===== src/rtl/mops_cfg_sequencer_pkg.sv =====
// Shared constants for the MoPS configuration sequencer: shadow address map,
// CTRL field positions and FSM state encoding.
package mops_cfg_sequencer_pkg;

    localparam int WIDTH_BITS                  = 12;
    localparam int COMPATIBILITY_INTEGRAL_BITS = 16;

    localparam logic [3:0] ADDR_MIN0 = 4'd0;
    localparam logic [3:0] ADDR_MIN1 = 4'd1;
    localparam logic [3:0] ADDR_MIN2 = 4'd2;
    localparam logic [3:0] ADDR_MAX0 = 4'd3;
    localparam logic [3:0] ADDR_MAX1 = 4'd4;
    localparam logic [3:0] ADDR_MAX2 = 4'd5;
    localparam logic [3:0] ADDR_CTRL = 4'd6;
    localparam logic [3:0] ADDR_OCC  = 4'd7;
    localparam logic [3:0] ADDR_INT  = 4'd8;
    localparam logic [3:0] ADDR_OFS  = 4'd9;

    localparam int CTRL_TRIG_LSB = 0;
    localparam int CTRL_MULT_LSB = 4;

    typedef enum logic [1:0] {
        ST_IDLE       = 2'd0,
        ST_WAIT_PHASE = 2'd1,
        ST_SETTLE     = 2'd2
    } state_t;

endpackage


===== src/rtl/mops_cfg_shadow.sv =====
// Shadow register bank: decodes software writes and stages them until the
// sequencer copies the whole set into the active registers.
module mops_cfg_shadow
    import mops_cfg_sequencer_pkg::*;
#(
    parameter int ADC_W = 12,
    parameter int OCC_W = 10,
    parameter int INT_W = 16,
    parameter int OFS_W = 4
) (
    input  logic                  clk,
    input  logic                  rst,
    input  logic                  wr_stb,
    input  logic [3:0]            wr_addr,
    input  logic [31:0]           wr_data,
    output logic [2:0][ADC_W-1:0] min_step,
    output logic [2:0][ADC_W-1:0] max_step,
    output logic [2:0]            trig_enable,
    output logic [1:0]            multiplicity,
    output logic [OCC_W-1:0]      occupancy,
    output logic [INT_W-1:0]      integral,
    output logic [OFS_W-1:0]      offset
);

    // Only the low bits of each write matter; the rest are deliberately dropped.
    logic unused_data;
    assign unused_data = ^wr_data;

    always_ff @(posedge clk or posedge rst) begin
        if (rst) begin
            min_step     <= '0;
            max_step     <= '0;
            trig_enable  <= '0;
            multiplicity <= '0;
            occupancy    <= '1;
            integral     <= '1;
            offset       <= '0;
        end else if (wr_stb) begin
            case (wr_addr)
                ADDR_MIN0: min_step[0] <= wr_data[ADC_W-1:0];
                ADDR_MIN1: min_step[1] <= wr_data[ADC_W-1:0];
                ADDR_MIN2: min_step[2] <= wr_data[ADC_W-1:0];
                ADDR_MAX0: max_step[0] <= wr_data[ADC_W-1:0];
                ADDR_MAX1: max_step[1] <= wr_data[ADC_W-1:0];
                ADDR_MAX2: max_step[2] <= wr_data[ADC_W-1:0];
                ADDR_CTRL: begin
                    trig_enable  <= wr_data[CTRL_TRIG_LSB +: 3];
                    multiplicity <= wr_data[CTRL_MULT_LSB +: 2];
                end
                ADDR_OCC:  occupancy <= wr_data[OCC_W-1:0];
                ADDR_INT:  integral  <= wr_data[INT_W-1:0];
                ADDR_OFS:  offset    <= wr_data[OFS_W-1:0];
                default:   ;
            endcase
        end
    end

endmodule


===== src/rtl/mops_cfg_sequencer.sv =====
// Applies the staged MoPS configuration atomically on a fixed 40 MHz phase,
// then holds trigger enable and multiplicity at zero for a settle interval.
module mops_cfg_sequencer
    import mops_cfg_sequencer_pkg::*;
#(
    parameter int         ADC_W        = 12,
    parameter int         OCC_W        = WIDTH_BITS - 2,
    parameter int         INT_W        = COMPATIBILITY_INTEGRAL_BITS,
    parameter int         OFS_W        = 4,
    parameter logic [1:0] APPLY_PHASE  = 2'd1,
    parameter int         SETTLE_TICKS = 122
) (
    input  logic             CLK120,
    input  logic             RESET,
    input  logic [1:0]       ENABLE40,
    input  logic             WR_STB,
    input  logic [3:0]       WR_ADDR,
    input  logic [31:0]      WR_DATA,
    input  logic             COMMIT,
    output logic             BUSY,
    output logic             APPLIED,
    output logic [ADC_W-1:0] MIN0,
    output logic [ADC_W-1:0] MIN1,
    output logic [ADC_W-1:0] MIN2,
    output logic [ADC_W-1:0] MAX0,
    output logic [ADC_W-1:0] MAX1,
    output logic [ADC_W-1:0] MAX2,
    output logic [2:0]       TRIG_ENABLE,
    output logic [OCC_W-1:0] OCCUPANCY,
    output logic [INT_W-1:0] INT,
    output logic [OFS_W-1:0] OFS,
    output logic [1:0]       MULTIPLICITY
);

    localparam int CNT_W = (SETTLE_TICKS > 0) ? $clog2(SETTLE_TICKS + 1) : 1;
    localparam logic [CNT_W-1:0] CNT_LAST = CNT_W'((SETTLE_TICKS > 0) ? SETTLE_TICKS - 1 : 0);
    localparam logic [CNT_W-1:0] CNT_MAX  = CNT_W'((SETTLE_TICKS > 0) ? SETTLE_TICKS : 0);

    logic [2:0][ADC_W-1:0] sh_min, sh_max, act_min, act_max;
    logic [2:0]            sh_trig, act_trig, trig_out;
    logic [1:0]            sh_mult, act_mult, mult_out;
    logic [OCC_W-1:0]      sh_occ, act_occ;
    logic [INT_W-1:0]      sh_int, act_int;
    logic [OFS_W-1:0]      sh_ofs, act_ofs;
    state_t                state;
    logic                  pending, busy, applied;
    logic [CNT_W-1:0]      settle_cnt;
    logic                  restart;

    mops_cfg_shadow #(
        .ADC_W(ADC_W), .OCC_W(OCC_W), .INT_W(INT_W), .OFS_W(OFS_W)
    ) shadow (
        .clk          (CLK120),
        .rst          (RESET),
        .wr_stb       (WR_STB),
        .wr_addr      (WR_ADDR),
        .wr_data      (WR_DATA),
        .min_step     (sh_min),
        .max_step     (sh_max),
        .trig_enable  (sh_trig),
        .multiplicity (sh_mult),
        .occupancy    (sh_occ),
        .integral     (sh_int),
        .offset       (sh_ofs)
    );

    // A commit seen in the same cycle we would return to IDLE counts as pending.
    assign restart = COMMIT | pending;

    always_ff @(posedge CLK120 or posedge RESET) begin
        if (RESET) begin
            state      <= ST_IDLE;
            pending    <= 1'b0;
            busy       <= 1'b0;
            applied    <= 1'b0;
            settle_cnt <= '0;
            act_min    <= '0;
            act_max    <= '0;
            act_trig   <= '0;
            act_mult   <= '0;
            act_occ    <= '1;
            act_int    <= '1;
            act_ofs    <= '0;
            trig_out   <= '0;
            mult_out   <= '0;
        end else begin
            applied <= 1'b0;
            case (state)
                ST_IDLE: begin
                    if (COMMIT) begin
                        state    <= ST_WAIT_PHASE;
                        busy     <= 1'b1;
                        trig_out <= '0;
                        mult_out <= '0;
                    end
                end
                ST_WAIT_PHASE: begin
                    if (COMMIT) pending <= 1'b1;
                    if (ENABLE40 == APPLY_PHASE) begin
                        act_min    <= sh_min;
                        act_max    <= sh_max;
                        act_trig   <= sh_trig;
                        act_mult   <= sh_mult;
                        act_occ    <= sh_occ;
                        act_int    <= sh_int;
                        act_ofs    <= sh_ofs;
                        applied    <= 1'b1;
                        settle_cnt <= '0;
                        if (SETTLE_TICKS != 0) begin
                            state <= ST_SETTLE;
                        end else if (restart) begin
                            pending <= 1'b0;
                        end else begin
                            state    <= ST_IDLE;
                            busy     <= 1'b0;
                            trig_out <= sh_trig;
                            mult_out <= sh_mult;
                        end
                    end
                end
                ST_SETTLE: begin
                    if (COMMIT) pending <= 1'b1;
                    if (ENABLE40 == 2'd0) begin
                        if (settle_cnt != CNT_MAX) settle_cnt <= settle_cnt + 1'b1;
                        if (settle_cnt == CNT_LAST) begin
                            if (restart) begin
                                state   <= ST_WAIT_PHASE;
                                pending <= 1'b0;
                            end else begin
                                state    <= ST_IDLE;
                                busy     <= 1'b0;
                                trig_out <= act_trig;
                                mult_out <= act_mult;
                            end
                        end
                    end
                end
                default: state <= ST_IDLE;
            endcase
        end
    end

    assign BUSY         = busy;
    assign APPLIED      = applied;
    assign MIN0         = act_min[0];
    assign MIN1         = act_min[1];
    assign MIN2         = act_min[2];
    assign MAX0         = act_max[0];
    assign MAX1         = act_max[1];
    assign MAX2         = act_max[2];
    assign TRIG_ENABLE  = trig_out;
    assign MULTIPLICITY = mult_out;
    assign OCCUPANCY    = act_occ;
    assign INT          = act_int;
    assign OFS          = act_ofs;

endmodule

===== config.mk =====
export PLATFORM = sky130hd
export DESIGN_NAME = mops_cfg_sequencer
export DESIGN_NICKNAME = d
export VERILOG_FILES = /design/src/rtl/mops_cfg_sequencer_pkg.sv /design/src/rtl/mops_cfg_shadow.sv /design/src/rtl/mops_cfg_sequencer.sv
export SDC_FILE = /design/constraint.sdc
export NUM_CORES = 1
export LEC_CHECK = 0
export CORE_MARGIN = 5
export CORE_UTILIZATION = 55
export CTS_BUF_LIST = sky130_fd_sc_hd__clkbuf_4 sky130_fd_sc_hd__clkbuf_8 sky130_fd_sc_hd__clkbuf_16
export DETAILED_ROUTE_END_ITERATION = 8
export GPL_TIMING_DRIVEN = 0
export PLACE_DENSITY = 0.79
export SETUP_SLACK_MARGIN = 0.3
export SYNTH_ARGS = -nofsm -noshare
export SYNTH_HDL_FRONTEND = slang
export SYNTH_HIERARCHICAL = 1
export SYNTH_SLANG_ARGS = --single-unit

===== constraint.sdc =====
create_clock -name CLK120 -period 10.2 [get_ports CLK120]
set_clock_uncertainty 0.1 [all_clocks]
set_input_delay 2.55 -clock CLK120 [delete_from_list [all_inputs] [get_ports CLK120]]
set_output_delay 2.55 -clock CLK120 [all_outputs]
set_load 0.02 [all_outputs]

* After elaboration in Yosys (flattened, before gate mapping)
Cells that the tools add are included.
Word-level totals: register bits 231
Operators by class: add/sub/neg operators 1, eq/ne operators 20, multiplexer cells 32, bitwise logic cells 1, reduce and logical (&&, ||, !) cells 19
Operator list (number):
- $reduce_and A2 Y1 | 11
- $mux W7 | 3
- $eq A4 B3 Y1 const B | 4
- $mux W2 | 8
- $pmux W7 S2 | 1
- $mux W3 | 4
- $ne A2 B2 Y1 const B | 6
- $mux W1 | 11
- $eq A4 B2 Y1 const B | 2
- $eq A4 B4 Y1 const B | 2
- $reduce_and A4 Y1 | 2
- $add A7 B1 Y7 const B | 1
- $eq A7 B7 Y1 const B | 1
- $ne A7 B7 Y1 const B | 1
- $pmux W2 S3 | 1
- $pmux W3 S2 | 1
- $reduce_and A5 Y1 | 1
- $eq A2 B1 Y1 const B | 2
- $eq A4 B1 Y1 const B | 1
- $logic_not A2 Y1 | 2
- $logic_not A4 Y1 | 1
- $pmux W1 S2 | 2
- $pmux W2 S2 | 1
- $reduce_bool A2 Y1 | 2
- other kinds (2) | 2

* Depth between registers and ports, before layout
Gate-level depths: netlist of run 1.
depth after elaboration 5, mapped depth 9, depth with buffers taken out 6

* Hierarchy
The synthesis of run 1 kept the hierarchy.
By module, submodules not included:
- mops_cfg_sequencer | times used 1, cells an instance 550, area each 4978.5 um2, seq. area each 3135.5 um2
- mops_cfg_shadow | times used 1, cells an instance 240, area each 4080.2 um2, seq. area each 2710.1 um2

* Least setup slack after synthesis of run 1
Ideal clock, no wire load.
path kind input port to flip-flop, start point in ENABLE40[1], end point reg state[0], arrival 3.622 ns, slack 6.351 ns, stages 4, path buffers 0, cells stage by stage or4b_4 > nor2_4 > o221ai_2 > mux2_1
Between the ends: word-level cells in the longest chain between the ends 3, elaborated cells on any way between the ends 5, classes of those cells eq/ne: 3; reduce/logical: 2
Ends and longest elaborated chain:
- start, declared | RTL line mops_cfg_sequencer.sv:15 | input logic [1:0] ENABLE40,
- $eq A2 B1 Y1 or $logic_not A2 Y1 (tied branches) | RTL line mops_cfg_sequencer.sv:99, mops_cfg_sequencer.sv:123
- $ne A2 B2 Y1 (no source line)
- $reduce_and A4 Y1 (no source line) (*)
- end signal, assigned | RTL line mops_cfg_sequencer.sv:91 | state <= ST_WAIT_PHASE;
- end signal, assigned | RTL line mops_cfg_sequencer.sv:110 | state <= ST_SETTLE;
- end signal, assigned | RTL line mops_cfg_sequencer.sv:114 | state <= ST_IDLE;
- end, declared | RTL line mops_cfg_sequencer.sv:45 | state_t state;
Every way passes the cells marked *; elsewhere a longest branch is shown, timed or not. A chain may end at the register's enable or synchronous reset.

* Worst setup path after layout of run 1
start point reg act_occ[7] (netlist: OCCUPANCY[7]), end point out OCCUPANCY[7]
RTL lines:
- start, declared | RTL line mops_cfg_sequencer.sv:42 | logic [OCC_W-1:0] sh_occ, act_occ;
- start signal, assigned | RTL line mops_cfg_sequencer.sv:104 | act_occ <= sh_occ;
- end, declared | RTL line mops_cfg_sequencer.sv:29 | output logic [OCC_W-1:0] OCCUPANCY,
No word-level cell between the ends.

==> results.md, run 1 <==
* Outcome: completed
* Commonest cells in the netlist: nand2_1 (335), dfrtp_1 (179), mux2_2 (107), dfstp_2 (52), clkbuf_1 (16)
* IO Pins at 151
* Met2 WL at 10900 µm
* CORE AREA at 0.0163 mm²
* Initial Utilization at 55.4%
* Most common cell in the netlist: nand2_1
* GRT overflow at 0
* Drt first pass iters at 4
* Worst Hold Class: register to register
* Cell Chain, Critical Path: clkdlybuf4s50_1
* Fraction of layout cells with a size suffix above 1 at 24.0%
* ANT cells at 0
* Initial antenna violation count at 0
* Fin crit period at 4350 ps
* Syn-to-layout area delta at 27.3%
* Row count at 47
* Yosys warns at 6
* Fillers at 1244
* Number of global-route vias before repair at 6743
* Crit path max-delay family: buffers and inverters
* Worst slew pin tran at 817 ps
* Worst path max stage delay at 670 ps
* Mapped Area at 0.00906 mm²
* Yosys top cell area share at 49.4%
* Post-Syn Instances at 790
* RSZ-0062 raised after global routing: false
* Routability cong. at 0.811
* Max-slew headroom at 45.5%
* Post-DP HPWL at 14500 µm
* Met3 Routed Length at 1050 µm
* Total chip power at 0.00340 W
* Final Cycle Share at 42.6%
* Total nets after synthesis at 839
* Max Freq at 230 MHz
* CTS sink cnt at 231
* First-pass GRT wire length at 35800 µm
* WS Path Type: register to primary output
* Worst Setup Start Kind: register
* CTS Buf Count at 24
* Worst endpoint required time at 7550 ps
* Highest routed layer: met4
* Worst VDD drop at 0.000177 V
* CP max stage cell: clkdlybuf4s50_1
* Clock Tree Root: clkbuf_16
* Hold Buf Count CTS at 0
* Drt total wl at 21900 µm
* PostCTS Resize Cnt at 0
* I/O Buffers at 131
* PnR worst setup slack at 5850 ps
* MaxCap Viol Count at 0
* Initial DRC count at 350
* Sequential element share of the synthesized area at 64.5%
* Arr. time, crit path at 1700 ps
* Max Slew Vio Count at 0
* Synth cell types at 39
* Critical Path Sink Type: primary output
* Final setup fails at 0
* Residual DRC count at 0
* Chip height at 138 µm
* PwrDens at 295 mW/mm²
* Top FF cell, synth: dfrtp_1
* Leakage at 5.42 nW
* Vias per cell at 5.24
* Antenna-violating nets left at 0
* Syn avg cell area at 11.5 µm²
* Cells taking the most area after synthesis: dfrtp_1 (49%), dfstp_2 (15%), nand2_1 (14%)
* Total GRT Usage at 23.0%
* CP Max Fanout at 2
* Post-CTS setup buffers at 0
* DP Worst Slack at 5470 ps
* Die area at 0.0191 mm²
* Max clock buf depth at 3
* CTS tree: yes
* Largest net degree at the start of global routing at 69
* Hold Fails Final Rpt at 0
* Wire length on met1 at 9520 µm
* Via count at 6224
* Crit path buf inv count at 1
* Largest area contributor in the netlist: dfrtp_1
* Synth Register Bits at 231
* Die W at 138 µm
* Worst-Skew Late Latency at 500 ps
* # H-tree levels at 1
* Final #Nets at 998
* Post-synth ARST share at 100%
* Post-synth EDFFs at 0
* Worst-path clk slew at 60 ps
* Drt wl/cell at 18.4 µm
* Setup_tns at 0 ps
## path summary, 6_finish.rpt
path                                     startpoint                  to  slack [ps]  depth (start not counted)
max in group asynchronous                     RESET  shadow/integral[6]        6710                          3
min in group asynchronous                     RESET             MIN0[1]        2470                          2
worst max-delay path                   OCCUPANCY[7]        OCCUPANCY[7]        5850                          1
worst min register to register  shadow/integral[12]             INT[12]         350                          2
worst max register to register             state[1]              INT[6]        7850                          9
worst min-delay path            shadow/integral[12]             INT[12]         350                          2
## final cells by class
cell class	count	area [µm²]	share of cell area, %
Clock inverter	11	82.6	0.716
Buffer	34	144	1.25
Multi-Input combinational cell	515	3030	26.3
Inverter	10	45.0	0.391
Clock buffer	33	739	6.41
Tap cell	220	275	2.39
Sequential cell	231	5850	50.7
Timing Repair Buffer	133	1370	11.9
## where the power goes
part | total (W) | internal (W) | switching, W
Clock | 0.000887 | 0.000533 | 0.000354
Combinational | 0.00106 | 0.000494 | 0.000563
Sequential | 0.00145 | 0.00127 | 0.000186
## routing by layer
metal | global-route usage (%) | vias up
met5 | 0 | -
met4 | 5.04 | 0
met3 | 3.83 | 33
met2 | 38.8 | 157
met1 | 31.9 | 3164
li1 | - | 2870
## flip-flops by register name (all words and copies together), names as in the netlist, 4 cells and up
register,count
MAX0,12
MIN1,12
INT,16
shadow/integral,16
shadow/occupancy,10
MAX2,12
MIN0,12
OFS,4
MAX1,12
settle_cnt,7
MIN2,12
shadow/max_step,36
shadow/min_step,36
shadow/offset,4
OCCUPANCY,10
## metrics by stage
step	hold WS, ps	utilization [%]	cell area [µm²]	std cells
final	353	70.5	11500	1187
after global routing	357	70.5	11500	1187
after CTS	354	70.5	11500	1187
after detailed placement	345	65.5	10700	1143
after global placement	337	65.1	10600	1141
after floorplan	332	-	9060	790
## cells in the final DEF (no fill, tap or decap), types with 2 or more instances in the layout
cell,synthesis,routed
nand2_1,335,335
dfrtp_1,179,179
clkdlybuf4s50_1,0,131
mux2_2,107,107
dfstp_2,52,52
clkbuf_16,0,27
clkbuf_1,16,16
o21ai_0,10,10
buf_2,10,10
nor2_1,9,9
clkinv_2,0,9
buf_1,7,7
inv_1,9,7
ha_1,7,7
a21oi_1,4,4
nand3b_1,4,4
nand2b_1,4,4
nor4_1,4,4
clkbuf_4,0,3
clkbuf_8,0,3
and4bb_2,2,2
and3_2,2,2
xor2_1,2,2
or3_1,2,2
mux2_1,2,2
nand3_1,2,2
a31oi_1,2,2
a21o_1,2,2
buf_16,0,2
nor3b_2,2,2
## cell families after synthesis
group | after synthesis | share of synthesized area [%]
and+or+nand+nor | 374 | 17.2
DFF | 231 | 64.5
muxes | 109 | 13.5
buffers and inverters | 44 | 2.00
AOI/OAI and AO/OA | 23 | 1.59
adders and majority gates | 7 | 0.967
xor gates and xnor gates | 2 | 0.193
No activity file was read; power rests on OpenSTA's default activity.
==> run 2, diff against run 1 <==
Settings changed: CORE_UTILIZATION 55 to 48, PLACE_DENSITY 0.79 to 0.73.
Clock period 10.2 ns to 3.8 ns, I/O delays scaled along.
==> run 2 against run 1 <==
Sequential share of layout area shrank 0.35 points. Register-to-register slack got worse by 6400 ps. Largest power group unchanged. Clock-buffer cell count rose by 2. Critical endpoint is now OCCUPANCY[2]. Final cell count increased by 1.6%. Die area up 13%. Highest routed layer unchanged. Worst hold slack worse by 5.4 ps. Design area rose by 0.69%. Sequential power rose to 2.7 times the previous value.
==> results.md, run 2 (same netlist as run 1, synthesis figures left out) <==
* Post-CTS setup buffers at 0 (unchanged)
* Worst slew pin tran at 819 ps (+2.11 ps)
* Antenna-violating nets left at 0 (unchanged)
* Residual DRC count at 0 (unchanged)
* Worst-Skew Late Latency at 510 ps (about the same)
* Cell Chain, Critical Path: clkdlybuf4s50_1
* Via count at 6103 (-1.9%)
* Largest registers: shadow/max_step x36, shadow/min_step x36
* CORE AREA at 0.0186 mm² (+14%)
* First-pass GRT wire length at 35600 µm (-0.46%)
* Worst Setup Start Kind: register
* Clock Tree Root: clkbuf_16
* Fraction of layout cells with a size suffix above 1 at 24.3% (+0.29 points)
* Max Slew Vio Count at 0 (unchanged)
* Hold Buf Count CTS at 0 (unchanged)
* Final setup fails at 0 (unchanged)
* ANT cells at 0 (unchanged)
* Area after DPL at 0.0108 mm² (+0.77%)
* Die area at 0.0217 mm² (+13%)
* Met1 GRT Util at 28.5% (-3.4 points)
* Chip height at 147 µm (+6.5%)
* Initial DRC count at 261 (-25%)
* Most frequent cells in the layout: nand2_1 (335), dfrtp_1 (179), clkdlybuf4s50_1 (131)
* Critical Path Sink Type: primary output
* MaxCap Viol Count at 0 (unchanged)
* WS Path Type: register to primary output
* Max clock buf depth at 3 (unchanged)
* Placed Cells at 1161 (+1.6%)
* Post-DP HPWL at 14900 µm (+2.5%)
* Max Freq at 365 MHz
* Worst-path clk slew at 60 ps (about the same)
* I/O Buffers at 131 (unchanged)
* CP Max Fanout at 2 (unchanged)
* GRT overflow at 0 (unchanged)
* Worst Hold Class: register to register
* Vias per cell at 5.06 (-3.5%)
* PostCTS Resize Cnt at 0 (unchanged)
* Hold Fails Final Rpt at 0 (unchanged)
* Drt wl/cell at 18.0 µm (-2.3%)
* Syn-to-layout area delta at 28.2%
* Initial Utilization at 48.6% (-6.8 points)
* Die W at 147 µm (+6.5%)
* PwrDens at 782 mW/mm² (+170%)
* Crit path buf inv count at 1 (unchanged)
* Outcome: completed
* Worst VDD drop at 0.000415 V (+130%)
* CTS tree: yes
* Arr. time, crit path at 1690 ps (about the same)
* Largest net degree at the start of global routing at 40 (-42%)
* Drt total wl at 21700 µm (-0.78%)
* Worst endpoint required time at 2750 ps (-4800 ps)
* CP max stage cell: clkdlybuf4s50_1
* Worst path max stage delay at 650 ps (-20 ps)
* Routing usage on met3 at 5.30% (+1.5 points)
* Initial antenna violation count at 0 (unchanged)
* Number of global-route vias before repair at 6521 (-3.3%)
* Row count at 50 (+6.4%)
* Routability cong. at 0.813 (+0.33%)
* RSZ-0062 raised after global routing: false
* Final #Nets at 1003 (+0.50%)
* Final Non-Filler Cells at 1206 (+1.6%)
* Crit path max-delay family: buffers and inverters
* Most common cell after layout, fill and taps aside: nand2_1
* CTS Buf Count at 25 (+4.2%)
* Final Cycle Share at 72.2%
* Met2 usage at 32.9% (-6.0 points)
* CTS sink cnt at 231 (unchanged)
* Fin area at 0.0116 mm² (+0.69%)
* # H-tree levels at 1 (unchanged)
* Drt first pass iters at 5 (+1)
* IO Pins at 151 (unchanged)
* Max-slew headroom at 45.4% (-0.14 points)
* Fin crit period at 2740 ps
* GRT busiest layer: met2
* Total GRT Usage at 20.6% (-2.4 points)
* Leakage at 5.42 nW (about the same)
-- run 2: cell count changes in the layout (fill, tap and decap cells not counted) --
cell        delta
clkbuf_8       +2
clkinvlp_4     +5
clkinv_4       +1
inv_4          -1
clkbuf_16      -2
inv_6          -1
clkinv_2       -6
clkbuf_4       +2
buf_16         -2
clkinv_1       +1
buf_12         +6
-- run 2: stage by stage --
| stage | setup WS [ps] | hold slack [ps] | power, W | utilization, % | setup TNS (ps) |
|---|---|---|---|---|---|
| 3_5_place_dp | 703 | 344 | 0.00677 | 57.9 | 0 |
| 6_report | 1060 | 347 | 0.00908 | 62.3 | 0 |
| 4_1_cts | 1030 | 349 | 0.00919 | 62.3 | 0 |
| 3_3_place_gp | -102 | 339 | 0.00668 | 57.2 | -9160 |
| 2_1_floorplan | 1250 | 332 | 0.00534 | - | 0 |
| 5_1_grt | 993 | 364 | 0.00962 | 62.3 | 0 |
-- run 2: layer usage --
layer	share of wire, %	up-vias	routed length (µm)
met5	0	-	0
met4	2.1	0	450
met3	6.6	36	1430
met2	47	152	10200
met1	44	3040	9630
li1	-	2875	-
-- run 2: final cells by class --
cell class | count | area (µm²)
fill | 1513 | 7030
timing repair buffer | 137 | 1430
clock buffer | 35 | 732
tap | 234 | 293
inverter | 10 | 45.0
clock inverter | 10 | 87.6
multi-input combinational | 515 | 3030
sequential | 231 | 5850
buffer | 34 | 144
-- run 2: tightest hold or removal path, cell delays in order (launching register included) --
cell     delay, ps
dfstp_2        370
nand2_1         50
nand2_1         40
-- run 2: report_power, final --
part | leakage (nW) | switching, W | total [W] | internal [W]
Clock | 0.399 | 0.000954 | 0.00237 | 0.00141
Combinational | 2.22 | 0.00151 | 0.00284 | 0.00133
Sequential | 2.80 | 0.000475 | 0.00387 | 0.00340
Total | 5.42 | 0.00294 | 0.00908 | 0.00614
-- run 2: final timing paths --
check	start	slack (ps)	to	cells after the start
min reg2reg	shadow/integral[12]	350	INT[12]	2
max reg2reg	state[1]	1470	INT[5]	9
min in group asynchronous	RESET	790	shadow/min_step[1]	2
max in group asynchronous	RESET	1890	INT[10]	4
min	shadow/integral[12]	350	INT[12]	2
max	OCCUPANCY[2]	1060	OCCUPANCY[2]	1
